### src/rtl/candle_selector.sv
// ---------------------------------------------------------------------------
// candle_selector
//
// Operator-input front end for the candle extinguisher stage. Three raw
// push-buttons are synchronized and debounced; left/right step a 3-bit candle
// cursor and centre fires a held enable window that is long enough for the
// extinguisher's free-running 3-bit counter to match the cursor.
//
// Parameters:
//   DEBOUNCE_CYCLES  cycles a synchronized level must hold to be accepted
//                    (2..65535)
//   ENABLE_HOLD      cycles enable stays high per fire (>= 8)
//   REPEAT_CYCLES    auto-repeat interval (auto-repeat build only)
//
// Build option:
//   CANDLE_SELECTOR_AUTO_REPEAT_EN  when defined, holding exactly one of
//                                   left/right in IDLE keeps stepping the
//                                   cursor every REPEAT_CYCLES cycles.
//
// Ports:
//   sys_clk     in   system clock
//   clr_n       in   asynchronous active-low reset
//   btn_left    in   raw button, decrements cursor
//   btn_right   in   raw button, increments cursor
//   btn_center  in   raw button, fires the extinguish window
//   position    out  current cursor 0..7
//   enable      out  extinguish window to the downstream stage
//   busy        out  high while firing or waiting for centre release
// ---------------------------------------------------------------------------
module candle_selector #(
    parameter int unsigned DEBOUNCE_CYCLES = 16,
    parameter int unsigned ENABLE_HOLD     = 8,
    parameter int unsigned REPEAT_CYCLES   = 64
) (
    input  logic       sys_clk,
    input  logic       clr_n,
    input  logic       btn_left,
    input  logic       btn_right,
    input  logic       btn_center,
    output logic [2:0] position,
    output logic       enable,
    output logic       busy
);

    // Button lane indices shared by the synchronizer/debouncer vectors.
    localparam int BTN_L = 0;
    localparam int BTN_R = 1;
    localparam int BTN_C = 2;

    localparam logic [15:0] DB_LAST = 16'(DEBOUNCE_CYCLES - 1);

    localparam int              HOLD_W    = $clog2(ENABLE_HOLD);
    localparam logic [HOLD_W-1:0] HOLD_LAST = HOLD_W'(ENABLE_HOLD - 1);

    typedef enum logic [1:0] {
        ST_IDLE         = 2'd0,
        ST_FIRE         = 2'd1,
        ST_WAIT_RELEASE = 2'd2
    } state_t;

    logic [2:0]  raw;
    logic [2:0]  sync1;
    logic [2:0]  sync2;
    logic [2:0]  stable;
    logic [2:0]  press;
    logic [15:0] db_cnt [3];

    state_t            state;
    logic [HOLD_W-1:0] hold_cnt;

    logic rep_up;
    logic rep_dn;
    logic step_up;
    logic step_dn;

    assign raw = {btn_center, btn_right, btn_left};

    // -----------------------------------------------------------------------
    // Input path: 2-flop synchronizer, then a per-lane debouncer. The counter
    // only runs while the synchronized level disagrees with the accepted one,
    // so any disagreement shorter than DEBOUNCE_CYCLES is discarded. A press
    // is flagged for one cycle in the cycle after a rising acceptance.
    // -----------------------------------------------------------------------
    always_ff @(posedge sys_clk or negedge clr_n) begin
        if (!clr_n) begin
            sync1  <= '0;
            sync2  <= '0;
            stable <= '0;
            press  <= '0;
            for (int i = 0; i < 3; i++) begin
                db_cnt[i] <= '0;
            end
        end else begin
            sync1 <= raw;
            sync2 <= sync1;
            for (int i = 0; i < 3; i++) begin
                press[i] <= 1'b0;
                if (sync2[i] == stable[i]) begin
                    db_cnt[i] <= '0;
                end else if (db_cnt[i] == DB_LAST) begin
                    stable[i] <= sync2[i];
                    db_cnt[i] <= '0;
                    press[i]  <= sync2[i];
                end else begin
                    db_cnt[i] <= db_cnt[i] + 16'd1;
                end
            end
        end
    end

`ifdef CANDLE_SELECTOR_AUTO_REPEAT_EN
    // -----------------------------------------------------------------------
    // Auto-repeat. Each direction has its own counter that runs only in IDLE
    // while that direction alone is held. The press cycle sees the counter at
    // 0, so a step fires when it reaches REPEAT_CYCLES (REPEAT_CYCLES cycles
    // after the press), after which it restarts at 1 to keep the same period.
    // -----------------------------------------------------------------------
    localparam int               REP_W    = $clog2(REPEAT_CYCLES + 1);
    localparam logic [REP_W-1:0] REP_LAST = REP_W'(REPEAT_CYCLES);

    logic [REP_W-1:0] rep_cnt_up;
    logic [REP_W-1:0] rep_cnt_dn;
    logic             run_up;
    logic             run_dn;

    assign run_up = (state == ST_IDLE) && stable[BTN_R] && !stable[BTN_L];
    assign run_dn = (state == ST_IDLE) && stable[BTN_L] && !stable[BTN_R];
    assign rep_up = run_up && (rep_cnt_up == REP_LAST);
    assign rep_dn = run_dn && (rep_cnt_dn == REP_LAST);

    always_ff @(posedge sys_clk or negedge clr_n) begin
        if (!clr_n) begin
            rep_cnt_up <= '0;
            rep_cnt_dn <= '0;
        end else begin
            if (!run_up) begin
                rep_cnt_up <= '0;
            end else if (rep_up) begin
                rep_cnt_up <= REP_W'(1);
            end else begin
                rep_cnt_up <= rep_cnt_up + REP_W'(1);
            end

            if (!run_dn) begin
                rep_cnt_dn <= '0;
            end else if (rep_dn) begin
                rep_cnt_dn <= REP_W'(1);
            end else begin
                rep_cnt_dn <= rep_cnt_dn + REP_W'(1);
            end
        end
    end
`else
    // Without auto-repeat a press gives exactly one step; the debounced
    // left/right levels and the repeat interval have no consumer here.
    logic unused_levels;

    assign rep_up        = 1'b0;
    assign rep_dn        = 1'b0;
    assign unused_levels = ^{stable[BTN_L], stable[BTN_R], 32'(REPEAT_CYCLES)};
`endif

    assign step_up = press[BTN_R] | rep_up;
    assign step_dn = press[BTN_L] | rep_dn;

    // -----------------------------------------------------------------------
    // Control FSM with registered outputs. The cursor only moves in IDLE; a
    // centre press wins over a simultaneous step so the extinguisher sees the
    // pre-fire cursor. enable is set on entry to FIRE and cleared on the last
    // hold count, giving exactly ENABLE_HOLD cycles high.
    // -----------------------------------------------------------------------
    always_ff @(posedge sys_clk or negedge clr_n) begin
        if (!clr_n) begin
            state    <= ST_IDLE;
            position <= 3'd0;
            enable   <= 1'b0;
            busy     <= 1'b0;
            hold_cnt <= '0;
        end else begin
            case (state)
                ST_IDLE: begin
                    if (press[BTN_C]) begin
                        state    <= ST_FIRE;
                        enable   <= 1'b1;
                        busy     <= 1'b1;
                        hold_cnt <= '0;
                    end else if (step_up && !step_dn) begin
                        position <= position + 3'd1;
                    end else if (step_dn && !step_up) begin
                        position <= position - 3'd1;
                    end
                end

                ST_FIRE: begin
                    if (hold_cnt == HOLD_LAST) begin
                        state  <= ST_WAIT_RELEASE;
                        enable <= 1'b0;
                    end else begin
                        hold_cnt <= hold_cnt + HOLD_W'(1);
                    end
                end

                ST_WAIT_RELEASE: begin
                    // Leave as soon as the debounced centre level is low,
                    // which may already be true on the first cycle here.
                    if (!stable[BTN_C]) begin
                        state <= ST_IDLE;
                        busy  <= 1'b0;
                    end
                end

                default: begin
                    state  <= ST_IDLE;
                    enable <= 1'b0;
                    busy   <= 1'b0;
                end
            endcase
        end
    end

endmodule

### config.mk
export PLATFORM = sky130hd
export DESIGN_NAME = candle_selector
export DESIGN_NICKNAME = d
export VERILOG_FILES = /design/src/rtl/candle_selector.sv
export SDC_FILE = /design/constraint.sdc
export NUM_CORES = 1
export LEC_CHECK = 0
export ABC_AREA = 1
export ABC_CLOCK_PERIOD_IN_PS = 2100
export CAP_MARGIN = 20
export CORE_MARGIN = 1.5
export CORE_UTILIZATION = 45
export DETAILED_ROUTE_END_ITERATION = 16
export PLACE_DENSITY = 0.66
export SLEW_MARGIN = 20
export SYNTH_ARGS = -nofsm -noshare
export SYNTH_HDL_FRONTEND = slang
export SYNTH_SLANG_ARGS = --single-unit
### constraint.sdc
create_clock -name sys_clk -period 2.1 [get_ports sys_clk]
set_input_delay 0.315 -clock sys_clk [delete_from_list [all_inputs] [get_ports sys_clk]]
set_output_delay 0.315 -clock sys_clk [all_outputs]
set_load 0.02 [all_outputs]
==> results of run 1 <==
==> worst max-delay path by stage <==
stage	depth (start not counted)	slack, ps	to	startpoint
after global routing	1	350	position[0]	position[0]$_DFFE_PN0P_
after floorplan	7	680	position[2]$_DFFE_PN0P_	press[0]$_DFF_PN0_
after CTS	1	380	position[0]	position[0]$_DFFE_PN0P_
after detailed placement	7	560	position[2]$_DFFE_PN0P_	press[0]$_DFF_PN0_
after global placement	6	640	position[2]$_DFFE_PN0P_	press[1]$_DFF_PN0_
final	1	400	position[0]	position[0]$_DFFE_PN0P_
==> routing by layer <==
layer	vias to the layer above	GRT usage
met5	-	0
li1	1469	-
met2	42	0.282
met4	0	0.0936
met3	11	0.0369
met1	1366	0.247
==> registers in the layout, indices dropped and copies added, names as in the netlist <==
name	count
busy	1
db_cnt	48
enable	1
hold_cnt	3
position	3
press	3
stable	3
state	2
sync1	3
sync2	3
==> power by group <==
group,internal (mW),switching [mW],total [mW]
sequential,1.37,0.0183,1.39
clock,0.704,0.516,1.22
combinational,0.0297,0.0618,0.0915
==> cells in the final DEF, fill, tap and decap left out <==
master             n
a21oi_1            3
buf_12             1
buf_2              1
buf_4              2
bufinv_16          2
clkbuf_1           1
clkbuf_8          10
clkdlybuf4s50_1    8
clkinv_2           1
clkinv_4           2
dfrtp_1           70
dlygate4sd3_1      1
fa_1               1
ha_1               6
inv_1             45
inv_2              4
nand2_1          116
nand2_2            6
nand3_1           26
nand3_2            2
nand4_1           21
nor2_1            95
nor2_2            15
nor2_4             3
nor3_1             3
nor3b_1            1
nor3b_2            1
o21ai_0            6
o21ai_1            3
o21bai_1           3
xnor2_1            7
xor2_1            15
==> per-stage QoR <==
| stage | setup slack (ps) | cells | power, mW |
|---|---|---|---|
| 6_report | 399 | 583 | 2.70 |
| 5_1_grt | 345 | 583 | 2.80 |
| 4_1_cts | 376 | 583 | 2.74 |
| 3_5_place_dp | 560 | 566 | 1.51 |
| 3_3_place_gp | 636 | 566 | 1.50 |
| 2_1_floorplan | 681 | 455 | 1.45 |
==> cell type report <==
cell class / count / area share
clock buffers: 11 / 0.0348
clock inverters: 5 / 0.0203
inverters: 49 / 0.0453
multi-input cells: 333 / 0.405
flip-flops and latches: 70 / 0.431
well taps: 102 / 0.0314
repair buffers: 13 / 0.0320
==> repair_timing <==
action | CTS | global route
buffers inserted | 0 | 0
endpoints found under the hold margin | 21 | 0
hold buffers | 1 | 0
==> cells by family after synthesis <==
| logic type | share of synthesized area |
|---|---|
| and+or+nand+nor | 0.354 |
| xor gates and xnor gates | 0.0536 |
| buffers and inverters | 0.0553 |
| DFF | 0.487 |
| AOI/OAI and AO/OA | 0.0230 |
| adders and majority gates | 0.0265 |
==> results by group, run 1 <==
Hold path
  – Worst Hold Endpoint: sync2[2]$_DFF_PN0_
  – Tightest Hold Check Type: flop to flop
  – Hold Crit Start: sync1[2]$_DFF_PN0_
  – Worst hold stages: 0

Logic synthesis
  – Yosys cell types: 23
  – Top cell type by total area after synthesis: dfrtp_1
  – Cell with the most instances after synthesis: nand2_1
  – Sequential share of the synthesized area: 0.487
  – Mapped Cells: 455
  – Syn. warnings: 0
  – Flops & latches, synth: 70
  – Number of synthesized flops with an enable pin: 0
  – Top cells by area, synth: dfrtp_1 49%, nand2_1 12%, nor2_1 9.9%
  – Syn Nets: 467
  – Netlist Area Pre-Place: 3590 um2
  – Commonest cells post-synth: 116 x nand2_1, 95 x nor2_1, 70 x dfrtp_1, 45 x inv_1, 26 x nand3_1
  – Synth top area share: 0.487
  – Top_reg_cell synth: dfrtp_1
  – Avg Cell Area, Syn: 7.90 um2
  – Post-synth ARST share: 1.00

Route
  – Drt pass-1 iters: 4
  – Wirelength per Cell: 11.6 um
  – DR DRC count: 0
  – Via density: 4.95
  – Metal-1 WL: 3380 um
  – Post-Route WL: 6790 um
  – Routed Antenna Nets: 0
  – Vias: 2888
  – Routed met3 length: 234 um
  – WL met2: 3040 um
  – Max layer used: met4
  – Drt initial violations: 188

STA
  – Final period util: 0.810
  – Final Hold Viols: 0
  – Worst-Margin Slew: 575 ps
  – Max Clk Rate: 0.588 GHz
  – Min Tclk post-route: 1700 ps
  – Final setup violation count: 0
  – Clk_skew: 5.59 ps
  – Worst rel slew slack: 0.617
  – RSZ-0062 raised after global routing: no
  – Final hold slack: 350 ps
  – Setup_tns: 0 ps
  – Slew Viols, Final: 0

Floorplan
  – Die area: 8530 um2
  – Initial Utilization: 0.465
  – Placeable core area: 7730 um2
  – Io pins: 10
  – Die Wd: 92.4 um
  – Die height: 92.4 um
  – Num rows: 32

Layout
  – Layout cells sized above 1: 0.104
  – Final net count: 488
  – Antenna Cells: 0
  – Multi-input combinational cell area: 1640 um2
  – Number of fill cells: 726
  – Fin util: 0.526
  – Design area: 4060 um2
  – Seq. cell area: 1750 um2
  – Synth-to-Final Area Change: 13.0%

Pwr
  – PD cells: 664 nW/um2
  – Peak VDD IR: 0.000539 V
  – P_leak: 1.83 nW

Placed design
  – Detailed Place HPWL: 5010 um
  – IO buf count: 9
  – Area post-placement: 3830 um2
  – Final RePlAce weighted congestion: 0.888

Setup path
  – Max stage delay on crit path: 630 ps
  – Critical-path top delay cell: clkdlybuf4s50_1
  – Worst-path fanout max: 3
  – R2r setup slk: 590 ps
  – Worst setup EP type: output port
  – Kind of critical path: flop to output port
  – CP Data Required Time: 1780 ps
  – Crit Reg-Reg Startpoint: press[0]$_DFF_PN0_
  – Crit path buffers/inverters: 1
  – Worst r2r path cells: 7
  – FF-to-FF End: position[2]$_DFFE_PN0P_
  – Crit path cell chain: clkdlybuf4s50_1
  – Worst EP arrival: 1390 ps
  – Startpoint Class: flop
  – Largest delay share family, worst path: buffers and inverters

CTS
  – Clock root cell: clkbuf_8
  – CTS Buffer Depth: 2
  – Worst-skew pair later-pin latency: 340 ps
  – H-tree depth: 3
  – CTS tree: built
  – Cts repair resizes: 0
  – CTS buffer count: 9
  – Clk sinks: 70
  – Clk slew on worst S/H paths: 80 ps

Global routing
  – Initial antenna violation count: 0
  – Vias in the first global route: 2714
  – Pin count of the biggest net entering global routing: 31
  – Global-route wire length before repair: 12200 um
  – Total GRT Usage: 0.184
  – Grt ovf: 0

Run
  – Max Cap Viol: 0

Outcome
  – Status: finished clean
(Power assumes the default switching activity.)
==> run 2, diff against run 1 <==
--- a/config.mk
+++ b/config.mk
@@ -6,7 +6,7 @@
 export NUM_CORES = 1
 export LEC_CHECK = 0
 export ABC_AREA = 1
-export ABC_CLOCK_PERIOD_IN_PS = 2100
+export ABC_CLOCK_PERIOD_IN_PS = 1700
 export CAP_MARGIN = 20
 export CORE_MARGIN = 1.5
 export CORE_UTILIZATION = 45
==> constraint.sdc (replaced) <==
create_clock -name sys_clk -period 1.7 [get_ports sys_clk]
set_input_delay 0.255 -clock sys_clk [delete_from_list [all_inputs] [get_ports sys_clk]]
set_output_delay 0.255 -clock sys_clk [all_outputs]
set_load 0.02 [all_outputs]
==> run 2 against run 1 <==
  * Flip-flop and latch count stayed put
  * Critical path depth stayed put
  * Critical endpoint unchanged
  * Non-clock buffer count stayed put
  * Highest routed layer unchanged
  * Combinational power is 26% higher
==> results by group, run 2 (synthesis results as in run 1) <==
Run
  – Max Cap Viol: 0

Floorplan
  – Placeable core area: 7730 um2
  – Die Wd: 92.4 um
  – Num rows: 32
  – Die area: 8530 um2
  – Io pins: 10
  – Die height: 92.4 um
  – Initial Utilization: 0.465

Layout
  – Synth-to-Final Area Change: 12.5%
  – Antenna Cells: 0
  – Register with the most flip-flops: db_cnt
  – Layout cells sized above 1: 0.106
  – Largest register FFs: 48
  – Design area: 4040 um2
  – Final Non-Filler Cells: 583
  – Most common cell after layout, fill and taps aside: nand2_1
  – Final net count: 488
  – Most frequent cells in the layout: 116 x nand2_1, 95 x nor2_1, 70 x dfrtp_1

Route
  – Vias: 2847
  – Drt pass-1 iters: 4
  – Drt initial violations: 171
  – DR DRC count: 0
  – Post-Route WL: 6820 um
  – Wirelength per Cell: 11.7 um
  – Routed Antenna Nets: 0
  – Via density: 4.88

Global routing
  – Initial antenna violation count: 0
  – Grt ovf: 0
  – Vias in the first global route: 2801
  – Pin count of the biggest net entering global routing: 28
  – Global-route wire length before repair: 12400 um
  – Total GRT Usage: 0.183

STA
  – Final Hold Viols: 0
  – Setup_tns: 0 ps
  – Clk_skew: 16.7 ps
  – Min Tclk post-route: 1640 ps
  – Final setup violation count: 0
  – Final period util: 0.964
  – Slew Viols, Final: 0
  – Max Clk Rate: 0.610 GHz
  – Worst rel slew slack: 0.705
  – Worst-Margin Slew: 442 ps
  – RSZ-0062 raised after global routing: no

Placed design
  – Area post-placement: 3830 um2
  – Cells after DPL: 566
  – Detailed Place HPWL: 4970 um
  – IO buf count: 9
  – Final RePlAce weighted congestion: 0.851

Setup path
  – Worst EP arrival: 1380 ps
  – Max stage delay on crit path: 630 ps
  – Worst setup EP type: output port
  – Crit path cell chain: clkdlybuf4s50_1
  – Critical-path top delay cell: clkdlybuf4s50_1
  – CP Data Required Time: 1440 ps
  – Crit path buffers/inverters: 1
  – Kind of critical path: flop to output port
  – Largest delay share family, worst path: buffers and inverters
  – Worst-path fanout max: 3
  – Startpoint Class: flop
  – R2r setup slk: 180 ps

CTS
  – H-tree depth: 3
  – Clk sinks: 70
  – Hold_buf cts: 1
  – CTS buffer count: 9
  – Clock root cell: clkbuf_8
  – Post-CTS setup buffers: 0
  – CTS tree: built
  – Worst-skew pair later-pin latency: 350 ps
  – Cts repair resizes: 0
  – CTS Buffer Depth: 2
  – Clk slew on worst S/H paths: 80 ps

Pwr
  – P_leak: 1.82 nW
  – Overall power: 3.22 mW
  – PD cells: 796 nW/um2
  – Peak VDD IR: 0.000720 V

Outcome
  – Status: finished clean

Hold path
  – Tightest Hold Check Type: flop to flop
==> run 2: cell count changes in the layout (fill, tap and decap cells not counted) <==
cell	change
bufinv_16	-1
clkbuf_1	-1
clkinv_4	-2
clkinvlp_4	+2
inv_6	+2
==> run 2: layout make-up <==
| type | instances | area [um2] |
|---|---|---|
| inverters | 49 | 184 |
| multi-input cells | 333 | 1640 |
| clock inverters | 6 | 67.6 |
| well taps | 102 | 128 |
| repair buffers | 13 | 130 |
| clock buffers | 10 | 138 |
| flip-flops and latches | 70 | 1750 |
| fillers | 702 | 3680 |
==> run 2: final timing paths <==
path / from / end / depth (start not counted)
hold / removal: sync1[1]$_DFF_PN0_ / sync2[1]$_DFF_PN0_ / 0
setup reg to reg: press[1]$_DFF_PN0_ / position[2]$_DFFE_PN0P_ / 6
hold reg to reg: sync1[1]$_DFF_PN0_ / sync2[1]$_DFF_PN0_ / 0
setup / recovery: position[0]$_DFFE_PN0P_ / position[0] / 1
min in group asynchronous: clr_n / db_cnt[30]$_DFF_PN0_ / 2
max in group asynchronous: clr_n / db_cnt[25]$_DFF_PN0_ / 3
==> run 2: stage by stage <==
stage	worst slack [ps]	util	hold WS (ps)
6_report	61.0	0.523	353
4_1_cts	45.0	0.523	347
3_3_place_gp	230	0.495	216
2_1_floorplan	281	-	-40.6
5_1_grt	9.84	0.523	341
3_5_place_dp	208	0.495	225
==> run 2: where the power goes <==
group          leakage [nW]  switching [mW]  internal, mW
clock                0.0993           0.665         0.725
combinational         0.761          0.0775        0.0373
sequential            0.957          0.0232          1.69
total                  1.82           0.766          2.45
==> run 2: metal layers <==
metal / global-route usage / routed length [um] / up-vias
met1: 0.250 / 3430 / 1312
li1: - / - / 1467
met4: 0.0615 / 110 / 0
met3: 0.0411 / 216 / 12
met5: 0 / 0 / -
met2: 0.290 / 3070 / 56
==> run 3, diff against run 2 <==
--- a/config.mk
+++ b/config.mk
@@ -12,6 +12,7 @@
 export CORE_UTILIZATION = 45
 export DETAILED_ROUTE_END_ITERATION = 16
 export PLACE_DENSITY = 0.66
+export SKIP_CTS_REPAIR_TIMING = 1
 export SLEW_MARGIN = 20
 export SYNTH_ARGS = -nofsm -noshare
 export SYNTH_HDL_FRONTEND = slang
==> results of run 3 <==
No change in the layout: final DEF, timing and power equal those of run 2.
